File: config.mk
export PLATFORM = sky130hd
export DESIGN_NAME = ipsxb_ddr_rst_seq_v1_0_flat
export DESIGN_NICKNAME = d
export VERILOG_FILES = /design/src/rtl/ipsxb_ddr_rst_seq_v1_0_if.sv /design/src/rtl/ipsxb_ddr_rst_seq_v1_0.sv /design/src/flat_wrapper.sv
export SDC_FILE = /design/constraint.sdc
export NUM_CORES = 1
export LEC_CHECK = 0
export BUFFER_PORTS_ARGS = -buffer_cell sky130_fd_sc_hd__buf_4
export CORE_MARGIN = 2
export CORE_UTILIZATION = 63
export DETAILED_ROUTE_END_ITERATION = 12
export GPL_TIMING_DRIVEN = 1
export PLACE_DENSITY_LB_ADDON = 0.2
export SLEW_MARGIN = 20
export SYNTH_ARGS = -nofsm -noshare
export SYNTH_HDL_FRONTEND = slang
export SYNTH_SLANG_ARGS = --single-unit
export TNS_END_PERCENT = 100
File: constraint.sdc
create_clock -name clk -period 5.4 [get_ports clk]
set_input_delay 0.81 -clock clk [delete_from_list [all_inputs] [get_ports clk]]
set_output_delay 0.81 -clock clk [all_outputs]
set_load 0.03 [all_outputs]
File: src/rtl/ipsxb_ddr_rst_seq_v1_0_if.sv
// Status and reset-control bundle between the DDR reset sequencer and its surroundings.
// Inputs are expected to be already synchronised to the sequencer clock.
interface ipsxb_ddr_rst_seq_v1_0_if;
   logic       pll_lock;
   logic       init_done;
   logic       soft_rst_req;
   logic       phy_rst_n;
   logic       ctrl_rst_n;
   logic       init_start;
   logic       seq_done;
   logic       init_timeout;
   logic [2:0] seq_state;

   modport slave (
      input  pll_lock, init_done, soft_rst_req,
      output phy_rst_n, ctrl_rst_n, init_start, seq_done, init_timeout, seq_state
   );

   modport master (
      output pll_lock, init_done, soft_rst_req,
      input  phy_rst_n, ctrl_rst_n, init_start, seq_done, init_timeout, seq_state
   );
endinterface

File: src/rtl/ipsxb_ddr_rst_seq_v1_0.sv
// DDR3 reset sequencer: qualifies PLL lock, releases PHY then controller, kicks off init
// and waits for completion; lock loss, soft reset or init timeout fall back to reset.
module ipsxb_ddr_rst_seq_v1_0 #(
   parameter int LOCK_STABLE_CYC  = 1024,
   parameter int PHY_RST_CYC      = 64,
   parameter int INIT_TIMEOUT_CYC = 500000,
   parameter int CNT_W            = 20
) (
   input  logic                          clk,
   input  logic                          rst_n,
   ipsxb_ddr_rst_seq_v1_0_if.slave       bus
);

   typedef enum logic [2:0] {
      IDLE      = 3'd0,
      PHY_REL   = 3'd1,
      CTRL_REL  = 3'd2,
      WAIT_INIT = 3'd3,
      DONE      = 3'd4,
      TIMEOUT   = 3'd5
   } state_e;

   localparam int LS_EFF = (LOCK_STABLE_CYC == 0) ? 1 : LOCK_STABLE_CYC;
   localparam int PR_EFF = (PHY_RST_CYC == 0) ? 1 : PHY_RST_CYC;
   localparam int TO_EFF = (INIT_TIMEOUT_CYC == 0) ? 1 : INIT_TIMEOUT_CYC;
   localparam logic [CNT_W-1:0] LS_LAST = CNT_W'(LS_EFF - 1);
   localparam logic [CNT_W-1:0] PR_LAST = CNT_W'(PR_EFF - 1);
   localparam logic [CNT_W-1:0] TO_LAST = CNT_W'(TO_EFF - 1);
   localparam bit               TO_EN   = (INIT_TIMEOUT_CYC != 0);

   state_e           state_q, state_d;
   logic [CNT_W-1:0] cnt_q, cnt_d, cnt_inc;
   logic             abort;
   logic             phy_rst_n_q, phy_rst_n_d;
   logic             ctrl_rst_n_q, ctrl_rst_n_d;
   logic             init_start_q, init_start_d;
   logic             seq_done_q, seq_done_d;
   logic             init_timeout_q, init_timeout_d;

   always_comb begin
      cnt_inc = (&cnt_q) ? cnt_q : cnt_q + CNT_W'(1);
      abort   = bus.soft_rst_req | (~bus.pll_lock & (state_q != IDLE));
      state_d = state_q;
      cnt_d   = cnt_q;
      if (abort) begin
         state_d = IDLE;
         cnt_d   = '0;
      end else begin
         case (state_q)
            IDLE: begin
               if (!bus.pll_lock) begin
                  cnt_d = '0;
               end else if (cnt_q >= LS_LAST) begin
                  state_d = PHY_REL;
                  cnt_d   = '0;
               end else begin
                  cnt_d = cnt_inc;
               end
            end
            PHY_REL: begin
               if (cnt_q >= PR_LAST) begin
                  state_d = CTRL_REL;
                  cnt_d   = '0;
               end else begin
                  cnt_d = cnt_inc;
               end
            end
            CTRL_REL: begin
               // The init_start cycle itself is count 0, so WAIT_INIT begins at 1.
               state_d = WAIT_INIT;
               cnt_d   = CNT_W'(1);
            end
            WAIT_INIT: begin
               if (bus.init_done) begin
                  state_d = DONE;
                  cnt_d   = '0;
               end else if (TO_EN && (cnt_q >= TO_LAST)) begin
                  state_d = TIMEOUT;
                  cnt_d   = '0;
               end else begin
                  cnt_d = cnt_inc;
               end
            end
            DONE, TIMEOUT: cnt_d = '0;
            default: begin
               state_d = IDLE;
               cnt_d   = '0;
            end
         endcase
      end

      phy_rst_n_d    = (state_d != IDLE);
      ctrl_rst_n_d   = (state_d == CTRL_REL) || (state_d == WAIT_INIT) || (state_d == DONE);
      init_start_d   = (state_d == CTRL_REL);
      seq_done_d     = (state_d == DONE);
      init_timeout_d = (state_d == TIMEOUT);
   end

   always_ff @(posedge clk or negedge rst_n) begin
      if (!rst_n) begin
         state_q        <= IDLE;
         cnt_q          <= '0;
         phy_rst_n_q    <= 1'b0;
         ctrl_rst_n_q   <= 1'b0;
         init_start_q   <= 1'b0;
         seq_done_q     <= 1'b0;
         init_timeout_q <= 1'b0;
      end else begin
         state_q        <= state_d;
         cnt_q          <= cnt_d;
         phy_rst_n_q    <= phy_rst_n_d;
         ctrl_rst_n_q   <= ctrl_rst_n_d;
         init_start_q   <= init_start_d;
         seq_done_q     <= seq_done_d;
         init_timeout_q <= init_timeout_d;
      end
   end

   assign bus.phy_rst_n    = phy_rst_n_q;
   assign bus.ctrl_rst_n   = ctrl_rst_n_q;
   assign bus.init_start   = init_start_q;
   assign bus.seq_done     = seq_done_q;
   assign bus.init_timeout = init_timeout_q;
   assign bus.seq_state    = state_q;

endmodule

File: src/flat_wrapper.sv
// flat-port wrapper written by rule: the top's interface ports become plain ports
module ipsxb_ddr_rst_seq_v1_0_flat 
#(
   parameter int LOCK_STABLE_CYC  = 1024,
   parameter int PHY_RST_CYC      = 64,
   parameter int INIT_TIMEOUT_CYC = 500000,
   parameter int CNT_W            = 20
)
  (clk, rst_n, bus_pll_lock, bus_init_done, bus_soft_rst_req, bus_phy_rst_n, bus_ctrl_rst_n, bus_init_start, bus_seq_done, bus_init_timeout, bus_seq_state);
  ipsxb_ddr_rst_seq_v1_0_if bus_i ();
  input  logic clk;
  input  logic rst_n;
  input wire logic [$bits(bus_i.pll_lock)-1:0] bus_pll_lock;
  input wire logic [$bits(bus_i.init_done)-1:0] bus_init_done;
  input wire logic [$bits(bus_i.soft_rst_req)-1:0] bus_soft_rst_req;
  output wire logic [$bits(bus_i.phy_rst_n)-1:0] bus_phy_rst_n;
  output wire logic [$bits(bus_i.ctrl_rst_n)-1:0] bus_ctrl_rst_n;
  output wire logic [$bits(bus_i.init_start)-1:0] bus_init_start;
  output wire logic [$bits(bus_i.seq_done)-1:0] bus_seq_done;
  output wire logic [$bits(bus_i.init_timeout)-1:0] bus_init_timeout;
  output wire logic [$bits(bus_i.seq_state)-1:0] bus_seq_state;
  assign bus_i.pll_lock = bus_pll_lock;
  assign bus_i.init_done = bus_init_done;
  assign bus_i.soft_rst_req = bus_soft_rst_req;
  assign bus_phy_rst_n = bus_i.phy_rst_n;
  assign bus_ctrl_rst_n = bus_i.ctrl_rst_n;
  assign bus_init_start = bus_i.init_start;
  assign bus_seq_done = bus_i.seq_done;
  assign bus_init_timeout = bus_i.init_timeout;
  assign bus_seq_state = bus_i.seq_state;
  ipsxb_ddr_rst_seq_v1_0 #(.LOCK_STABLE_CYC(LOCK_STABLE_CYC), .PHY_RST_CYC(PHY_RST_CYC), .INIT_TIMEOUT_CYC(INIT_TIMEOUT_CYC), .CNT_W(CNT_W)) u_core (.clk(clk), .rst_n(rst_n), .bus(bus_i));
endmodule
## Word level (Yosys, flattened, before mapping)

Index checks and enable logic that the tools add are counted.

- Output and inout bits: 8
- Register bits after elaboration: 28
- Word-level logic and storage cells: 45

- Magnitude comparators: 3
- Reductions and logical operators: 7
- Bitwise gates (word level): 3
- Add/sub/neg operators: 1
- Equal/unequal tests: 9
- Multiplexer cells: 15

Operator list:

| cell | number |
|---|---|
| 20-bit 2-to-1 mux | 7 |
| 20-bit case mux with 4 select lines | 1 |
| 20-bit by 1-bit adder with 20-bit output, second input constant | 1 |
| 20-bit by 10-bit >= comparator with 1-bit output, second input constant | 1 |
| 20-bit by 19-bit >= comparator with 1-bit output, second input constant | 1 |
| 20-bit by 6-bit >= comparator with 1-bit output, second input constant | 1 |
| 20-bit AND reduction | 1 |
| 3-bit 2-to-1 mux | 6 |
| 3-bit case mux with 5 select lines | 1 |
| 3-bit by 2-bit equality test with 1-bit output, second input constant | 4 |
| 3-bit equality test, second input constant | 4 |
| 3-bit nonzero test | 2 |
| 3-bit by 1-bit equality test with 1-bit output, second input constant | 1 |
| 3-bit logical NOT | 1 |
| 1-bit logical OR | 2 |
| 2-bit OR reduction | 1 |
| 1-bit AND | 1 |
| 1-bit NOT | 1 |
| 1-bit OR | 1 |

## Depth between registers and ports, before layout

Gate-level depths: netlist of run 1.

- Depth after elaboration: 8
- Mapped depth: 7
- Mapped depth without buffers: 7

## Least setup slack after synthesis of run 1

No wires, ideal clock.

- Path kind: flip-flop to flip-flop
- Start point: register u_core.cnt_q[17]
- End point: register u_core.ctrl_rst_n_q, in the netlist u_core.bus.ctrl_rst_n
- Data required time: 5.323 ns
- Clock period less this slack: 2.199 ns
- Cell stages (with the launch flop): 7
- Setup slack: 3.201 ns
- Setup time: 0.077 ns
- Data arrival time: 2.122 ns
- Path through: dfrtp_1 > or4_1 > or3_4 > o41a_1 > o31ai_4 > inv_2 > o21ai_1

- Word-level cells in the longest chain between the ends: 8
- Elaborated cells between the ends (all ways): 15
- Classes of those cells: order compare: 3; eq/ne: 3; mux: 7; reduce/logical: 2

Ends and longest elaborated chain:

| what | line | text |
|---|---|---|
| start: declaration | ipsxb_ddr_rst_seq_v1_0.sv:32 | `logic [CNT_W-1:0] cnt_q, cnt_d, cnt_inc;` |
| start signal: assignment | ipsxb_ddr_rst_seq_v1_0.sv:110 | `cnt_q <= cnt_d;` |
| 20-bit by 19-bit >= comparator with 1-bit output / 20-bit by 10-bit >= comparator with 1-bit output (equally long branches) | ipsxb_ddr_rst_seq_v1_0.sv:77, ipsxb_ddr_rst_seq_v1_0.sv:53 |  |
| 3-bit 2-to-1 mux, on equally long branches | ipsxb_ddr_rst_seq_v1_0.sv:77, ipsxb_ddr_rst_seq_v1_0.sv:53 |  |
| 3-bit 2-to-1 mux, on equally long branches | ipsxb_ddr_rst_seq_v1_0.sv:74, ipsxb_ddr_rst_seq_v1_0.sv:51 |  |
| 3-bit case mux with 5 select lines * | ipsxb_ddr_rst_seq_v1_0.sv:49 | `case (state_q)` |
| 3-bit 2-to-1 mux * | ipsxb_ddr_rst_seq_v1_0.sv:45 | `if (abort) begin` |
| via u_core.state_d[0] | ipsxb_ddr_rst_seq_v1_0.sv:31 | `state_e state_q, state_d;` |
| 3-bit by 2-bit equality test with 1-bit output | ipsxb_ddr_rst_seq_v1_0.sv:93 | `ctrl_rst_n_d = (state_d == CTRL_REL) \|\| (state_d == WAIT_INIT) \|\| (state_d == DONE);` |
| 1-bit logical OR | ipsxb_ddr_rst_seq_v1_0.sv:93 |  |
| 1-bit logical OR * | ipsxb_ddr_rst_seq_v1_0.sv:93 |  |
| via u_core.ctrl_rst_n_d | ipsxb_ddr_rst_seq_v1_0.sv:35 | `logic ctrl_rst_n_q, ctrl_rst_n_d;` |
| end signal: assignment | ipsxb_ddr_rst_seq_v1_0.sv:112 | `ctrl_rst_n_q <= ctrl_rst_n_d;` |
| end: declaration | ipsxb_ddr_rst_seq_v1_0.sv:35 |  |

Mark *: on every way through the listed nets, which the timed path passes. The rest lies on a longest branch.

## Final worst setup path of run 1

- Start point: register u_core.cnt_q[17]
- End point: register u_core.ctrl_rst_n_q, in the netlist u_core.bus.ctrl_rst_n

- Word-level cells in the longest chain between the ends: 8
- Elaborated cells between the ends (all ways): 15
- Classes of those cells: order compare: 3; eq/ne: 3; mux: 7; reduce/logical: 2

Ends and longest elaborated chain:

| what | line |
|---|---|
| 20-bit by 19-bit >= comparator with 1-bit output / 20-bit by 10-bit >= comparator with 1-bit output (equally long branches) | ipsxb_ddr_rst_seq_v1_0.sv:77, ipsxb_ddr_rst_seq_v1_0.sv:53 |
| 3-bit 2-to-1 mux, on equally long branches | ipsxb_ddr_rst_seq_v1_0.sv:77, ipsxb_ddr_rst_seq_v1_0.sv:53 |
| 3-bit 2-to-1 mux, on equally long branches | ipsxb_ddr_rst_seq_v1_0.sv:74, ipsxb_ddr_rst_seq_v1_0.sv:51 |
| 3-bit case mux with 5 select lines * | ipsxb_ddr_rst_seq_v1_0.sv:49 |
| 3-bit 2-to-1 mux * | ipsxb_ddr_rst_seq_v1_0.sv:45 |
| 3-bit by 2-bit equality test with 1-bit output | ipsxb_ddr_rst_seq_v1_0.sv:93 |
| 1-bit logical OR | ipsxb_ddr_rst_seq_v1_0.sv:93 |
| 1-bit logical OR * | ipsxb_ddr_rst_seq_v1_0.sv:93 |
| via u_core.ctrl_rst_n_d | ipsxb_ddr_rst_seq_v1_0.sv:35 |

Marked as above.

==> metrics.txt, run 1 <==
Post-DRT Antenna Nets=0; pre-CTS setup slack=2.99 ns; CTS buffer count=3; layout cells sized above 1=13.4%; max_cap viols=0; P per Cell Area=224 mW/mm^2; EDFF count, synth=0; # diodes=0; routability cong.=0.896; Overflow after GRT=0; Worst R2R Path Depth=5; DRC viols=0; crit path time final=2.38 ns; Hold Crit Class=input pin to asynchronous set/reset pin; total stage count of the critical path=5; final hold violations=0; Via density=6.27; Seq/Total Area, Yosys=44.3%; die area=0.00293 mm^2; max-slew violations=0; final setup vio count=0; # port buffers=12; Total GRT Usage=26.4%; clock skew=0.00429 ns; largest net degree at the start of global routing=29; Post-Syn Instances=177; Period Utilization, post-route=44.1%; status=finished clean; placement-stage cell area=0.00170 mm^2; CP startpoint kind=register; Syn Area/Cell=8.93 um^2; Core Box Area=0.00243 mm^2; antenna violations before repair=0; final wirelength=3.40 mm; DRT Pass-1 Iters=4; clk_lat worst skew=0.34 ns; clk buf depth=2; cell-by-cell trace of the critical path=or4_1, or3_4, or3b_2, a32oi_1, o21ai_1; Peak VDD IR=0.195 mV; Starting Density=65.0%; clock sinks=28; Slew @ Worst Pin=0.736 ns; # rows=18; CTS tree=done; top-level port count=13; final worst slack=3.02 ns; Slowest cell on crit path=or4_1; CTS root buffer=clkbuf_4; Critical Path Sink=u_core.bus.ctrl_rst_n; hpwl dp=2.44 mm; setup bufs post-CTS=0; worst path required time=5.62 ns; Worst Setup Path Type=register to register; Resize count post-CTS=0; via count=1361; CP Buf/Inv Count=0; r2r startpoint=u_core.cnt_q[17]; Routed WL per cell=15.6 um; Finished Layout Cells=217; Die H=54.1 um; setup tns final=0 ns; Layout Utilization=72.0%; Main synth FF type=dfrtp_1; die width=54.1 um; Clk pin slew, worst setup/hold paths=0.15 ns; fraction of synthesis flops using an asynchronous set or reset pin=100%; flops & latches, synth=28; # nets final=194; Netlist cell types=43; post-synth net total=183; Critical Path Start=u_core.cnt_q[17]; Synth Cell Area=0.00158 mm^2; via count of the first global-routing pass=1271; synthesis-to-layout area growth=10.8%; Worst EP arrival=2.61 ns; fill cell count=189; YS warnings=0; critical path's largest stage delay=0.53 ns; Slew Limit Headroom=50.6%; Worst Setup End Kind=register; P_leak=0.718 nW; RSZ-0062 raised after global routing=false; initial drt markers=30; DP Cell Count=213; final instance area=0.00175 mm^2; reg2reg end=u_core.bus.ctrl_rst_n; f_max=420 MHz; Critical Path Fanout Max=6; htree depth=1; Top delay family on crit path=simple AND/OR/NAND/NOR gates; r2r setup slk=3.02 ns; CTS Hold Bufs=0; first-pass GRT wire length=5.61 mm
## sequential cells by signal (all words and copies together) (netlist names)
signal                   count
u_core.cnt_q                20
u_core.bus.seq_state         3
u_core.bus.ctrl_rst_n        1
u_core.bus.init_start        1
u_core.bus.init_timeout      1
u_core.bus.phy_rst_n         1
u_core.bus.seq_done          1
## Yosys cell counts (all sizes together), types with 3 or more instances
cell,count,share of area [%]
xnor2,12,6.7
nor4,3,1.2
dfrtp,28,44
nor3b,3,1.4
nand4,7,2.8
nand2,12,2.9
inv,8,1.9
nor3,6,1.9
and3,3,1.2
nand3,9,2.9
a211oi,5,2.4
clkbuf,8,1.9
nor2,23,5.5
a21oi,13,4.1
o21ai,4,1.3
## how the worst min path moves through the flow
stage	startpoint	end	cells past startpoint
floorplan	rst_n	u_core.bus.ctrl_rst_n	0
detailed placement	u_core.cnt_q[1]	u_core.cnt_q[1]	2
global placement	u_core.cnt_q[1]	u_core.cnt_q[1]	2
CTS	rst_n	u_core.bus.seq_state[2]	1
finish	rst_n	u_core.bus.init_start	1
global route	rst_n	u_core.bus.ctrl_rst_n	1
## report_power, final
part / internal (mW) / switching, mW / total (mW)
Clock: 0.0751 / 0.0645 / 0.140
Sequential: 0.213 / 0.00394 / 0.217
Combinational: 0.0133 / 0.0217 / 0.0349
## layer usage
layer | global-route usage, % | wire, um | vias to the layer above
li1 | - | - | 659
met1 | 35.2 | 1500 | 662
met2 | 43.3 | 1680 | 35
met3 | 3.06 | 160 | 5
met4 | 11.3 | 52 | 0
met5 | 0 | 0 | -
## final cells by class
cell class,instances,area [um^2],area share (%)
Multi-Input combinational cell,132,818,46.7
Sequential cell,28,701,40.0
Timing Repair Buffer,15,113,6.43
Tap cell,30,37.5,2.14
Clock inverter,1,30.0,1.71
Inverter,8,30.0,1.71
Clock buffer,3,22.5,1.29
## cell families (layout without fill, tap and decap cells)
kind of cell | Yosys count | in the layout | share of synthesized area (%)
compound gates | 36 | 36 | 16.1
xor+xnor | 13 | 13 | 7.21
fa+ha+maj | 1 | 1 | 0.792
buf+inv | 17 | 27 | 4.28
flops | 28 | 28 | 44.3
mux | 1 | 1 | 0.633
other cells | 1 | 1 | 0.237
simple gates | 80 | 80 | 26.4
## per-stage QoR
step           power [mW]  hold WS, ns
2_1_floorplan       0.242        0.514
3_3_place_gp        0.255        0.543
3_5_place_dp        0.256        0.555
4_1_cts             0.391        0.367
5_1_grt             0.403        0.379
6_report            0.392        0.361
## layout by cell type, fill, tap and decap left out, types with 2 or more instances in the layout
cell / n
a311oi_1: 2
o21ai_1: 2
nor4_1: 2
o21ai_0: 2
a211oi_1: 5
and4_1: 2
or4_1: 2
xnor2_1: 12
and2_1: 2
nand3_1: 9
nand4_1: 7
nand2_1: 12
clkbuf_4: 3
nor3_1: 6
a32oi_1: 2
and3_1: 3
a21oi_1: 13
nand2b_1: 2
nor4b_1: 2
buf_4: 15
inv_1: 7
nor3b_1: 3
nor2_1: 23
dfrtp_1: 28
No activity file was read; power rests on OpenSTA's default activity.
==> inputs of run 2 (changes only) <==
- CORE_UTILIZATION: 63 -> 53
- clock period: 5.4 -> 2.1 ns (I/O delays scaled with it)
==> metrics.txt, run 2 (same netlist as run 1, synthesis figures left out) <==
pre-CTS setup slack=-0.0621 ns (-3.05 ns); P per Cell Area=489 mW/mm^2 (+120%); # nets final=208 (+7.2%); Top reg by flops=u_core.cnt_q; Worst Setup Path Type=register to register; final worst slack=-0.0792 ns (-3.10 ns); P_leak=0.795 nW (+11%); final instance area=0.00189 mm^2 (+7.9%); synthesis-to-layout area growth=19.6%; clock skew=0.00552 ns (+0.00123 ns); final hold violations=0 (unchanged); Tot Pwr=924 uW (+140%); routability cong.=0.843 (-6.0%); Reg power frac=60.0% (+4.6 points); Worst EP arrival=2.44 ns (-0.17 ns); Power Internal=696 uW (+130%); Logic pwr share=11.7% (+2.8 points); Core Box Area=0.00281 mm^2 (+15%); Overflow after GRT=0 (unchanged); failing checks=design-rule violations, negative setup slack; via count of the first global-routing pass=1384 (+8.9%); die width=58.6 um (+8.4%); setup tns final=-0.174 ns (-0.174 ns); crit path time final=2.18 ns (-0.204 ns); worst path required time=2.37 ns (-3.25 ns); Largest register FFs=20 (unchanged); hpwl dp=2.49 mm (+2.4%); via count=1404 (+3.2%); Starting Density=56.3% (-8.6 points); status=finished, violations left; Clk pin slew, worst setup/hold paths=0.15 ns (about the same); die area=0.00343 mm^2 (+17%); # port buffers=12 (unchanged); Via density=6.05 (-3.5%); CP startpoint kind=register; Slew Limit Headroom=64.4% (+14 points); final setup vio count=4 (+4); net load switching power=228 uW (+150%); Slew @ Worst Pin=0.535 ns (-0.201 ns); Layout Utilization=67.4% (-4.6 points); Routed WL per cell=15.1 um (-3.5%); Period Utilization, post-route=104% (+60 points); htree depth=1 (unchanged); Critical Path Fanout Max=4 (-2); antenna violations before repair=0 (unchanged); DP Cell Count=226 (+6.1%); Finished Layout Cells=232 (+6.9%); max-slew violations=0 (unchanged); Clock power frac=28.3% (-7.4 points); DRT Pass-1 Iters=8 (+4); Peak VDD IR=0.270 mV (+39%); DRC viols=2 (+2); CTS tree=done; Total GRT Usage=23.3% (-3.1 points); # rows=19 (+1); Critical Path Start=u_core.cnt_q[17]; Die H=58.6 um (+8.4%); clk_lat worst skew=0.32 ns (-0.02 ns); clk buf depth=2 (unchanged); most frequent cells in the layout=28 x buf_4, 28 x dfrtp_1, 23 x nor2_1; max_cap viols=0 (unchanged); r2r startpoint=u_core.cnt_q[17]; Worst Hold Slack=0.340 ns (-0.0204 ns); placement-stage cell area=0.00181 mm^2 (+6.3%); top-level port count=13 (unchanged); CTS root buffer=clkbuf_4; largest net degree at the start of global routing=29 (unchanged); Worst Setup End Kind=register; CTS buffer count=3 (unchanged); initial drt markers=70 (+130%); Post-DRT Antenna Nets=0 (unchanged); final wirelength=3.50 mm (+3.2%); layout cells sized above 1=21.9% (+8.5 points); Hold Crit Class=input pin to register; f_max=459 MHz (+9.3%); RSZ-0062 raised after global routing=true; # diodes=0 (unchanged); first-pass GRT wire length=6.22 mm (+11%); clock sinks=28 (unchanged); hold path start=bus_soft_rst_req; Net Sw Frac=24.6% (+1.6 points)
run 2: power groups by stage:
| stage | clock (mW) | sequential [mW] | combinational (mW) |
|---|---|---|---|
| finish | 0.261 | 0.555 | 0.108 |
| global route | 0.292 | 0.557 | 0.119 |
| CTS | 0.269 | 0.555 | 0.104 |
| detailed placement | 0 | 0.565 | 0.102 |
| global placement | 0 | 0.565 | 0.101 |
| floorplan | 0 | 0.576 | 0.0487 |
run 2: layout make-up:
class	count	area [um^2]
timing repair buffer	29	220
clock buffer	4	36.3
sequential	28	701
inverter	8	30.0
multi-input combinational	132	865
fill	234	915
tap	31	38.8
run 2: final timing paths:
check                                         to  slack (ns)  cells past startpoint
min                              u_core.cnt_q[0]        0.34                      4
min in group asynchronous        u_core.cnt_q[6]        0.43                      2
max                        u_core.bus.ctrl_rst_n       -0.08                      6
max reg2reg                u_core.bus.ctrl_rst_n       -0.08                      6
max in group asynchronous       u_core.cnt_q[16]        1.41                      2
min reg2reg                      u_core.cnt_q[1]        0.58                      2
run 2: what timing repair did:
action | CTS | global route
hold endpoints to repair | 28 | 0
gates resized for setup | 0 | 6
pin swaps | 2 | 1
setup buffers | 0 | 1
endpoints found under the setup margin | 4 | 15
hold buffers | 1 | 0
run 2: metal layers:
metal  global-route usage [%]  routed length, um  up-vias
met1                     32.2               1660      668
met4                     6.82                 41        0
met5                        0                  0        -
met3                     3.08                185        6
li1                         -                  -      686
met2                     38.5               1620       44
run 2: worst max-delay path: stages (launching register included):
cell and delay, ns:
dfrtp_1 0.41, or4_1 0.53, or3_4 0.38, o41a_1 0.36
o31ai_4 0.23, inv_2 0.08, o21ai_2 0.13
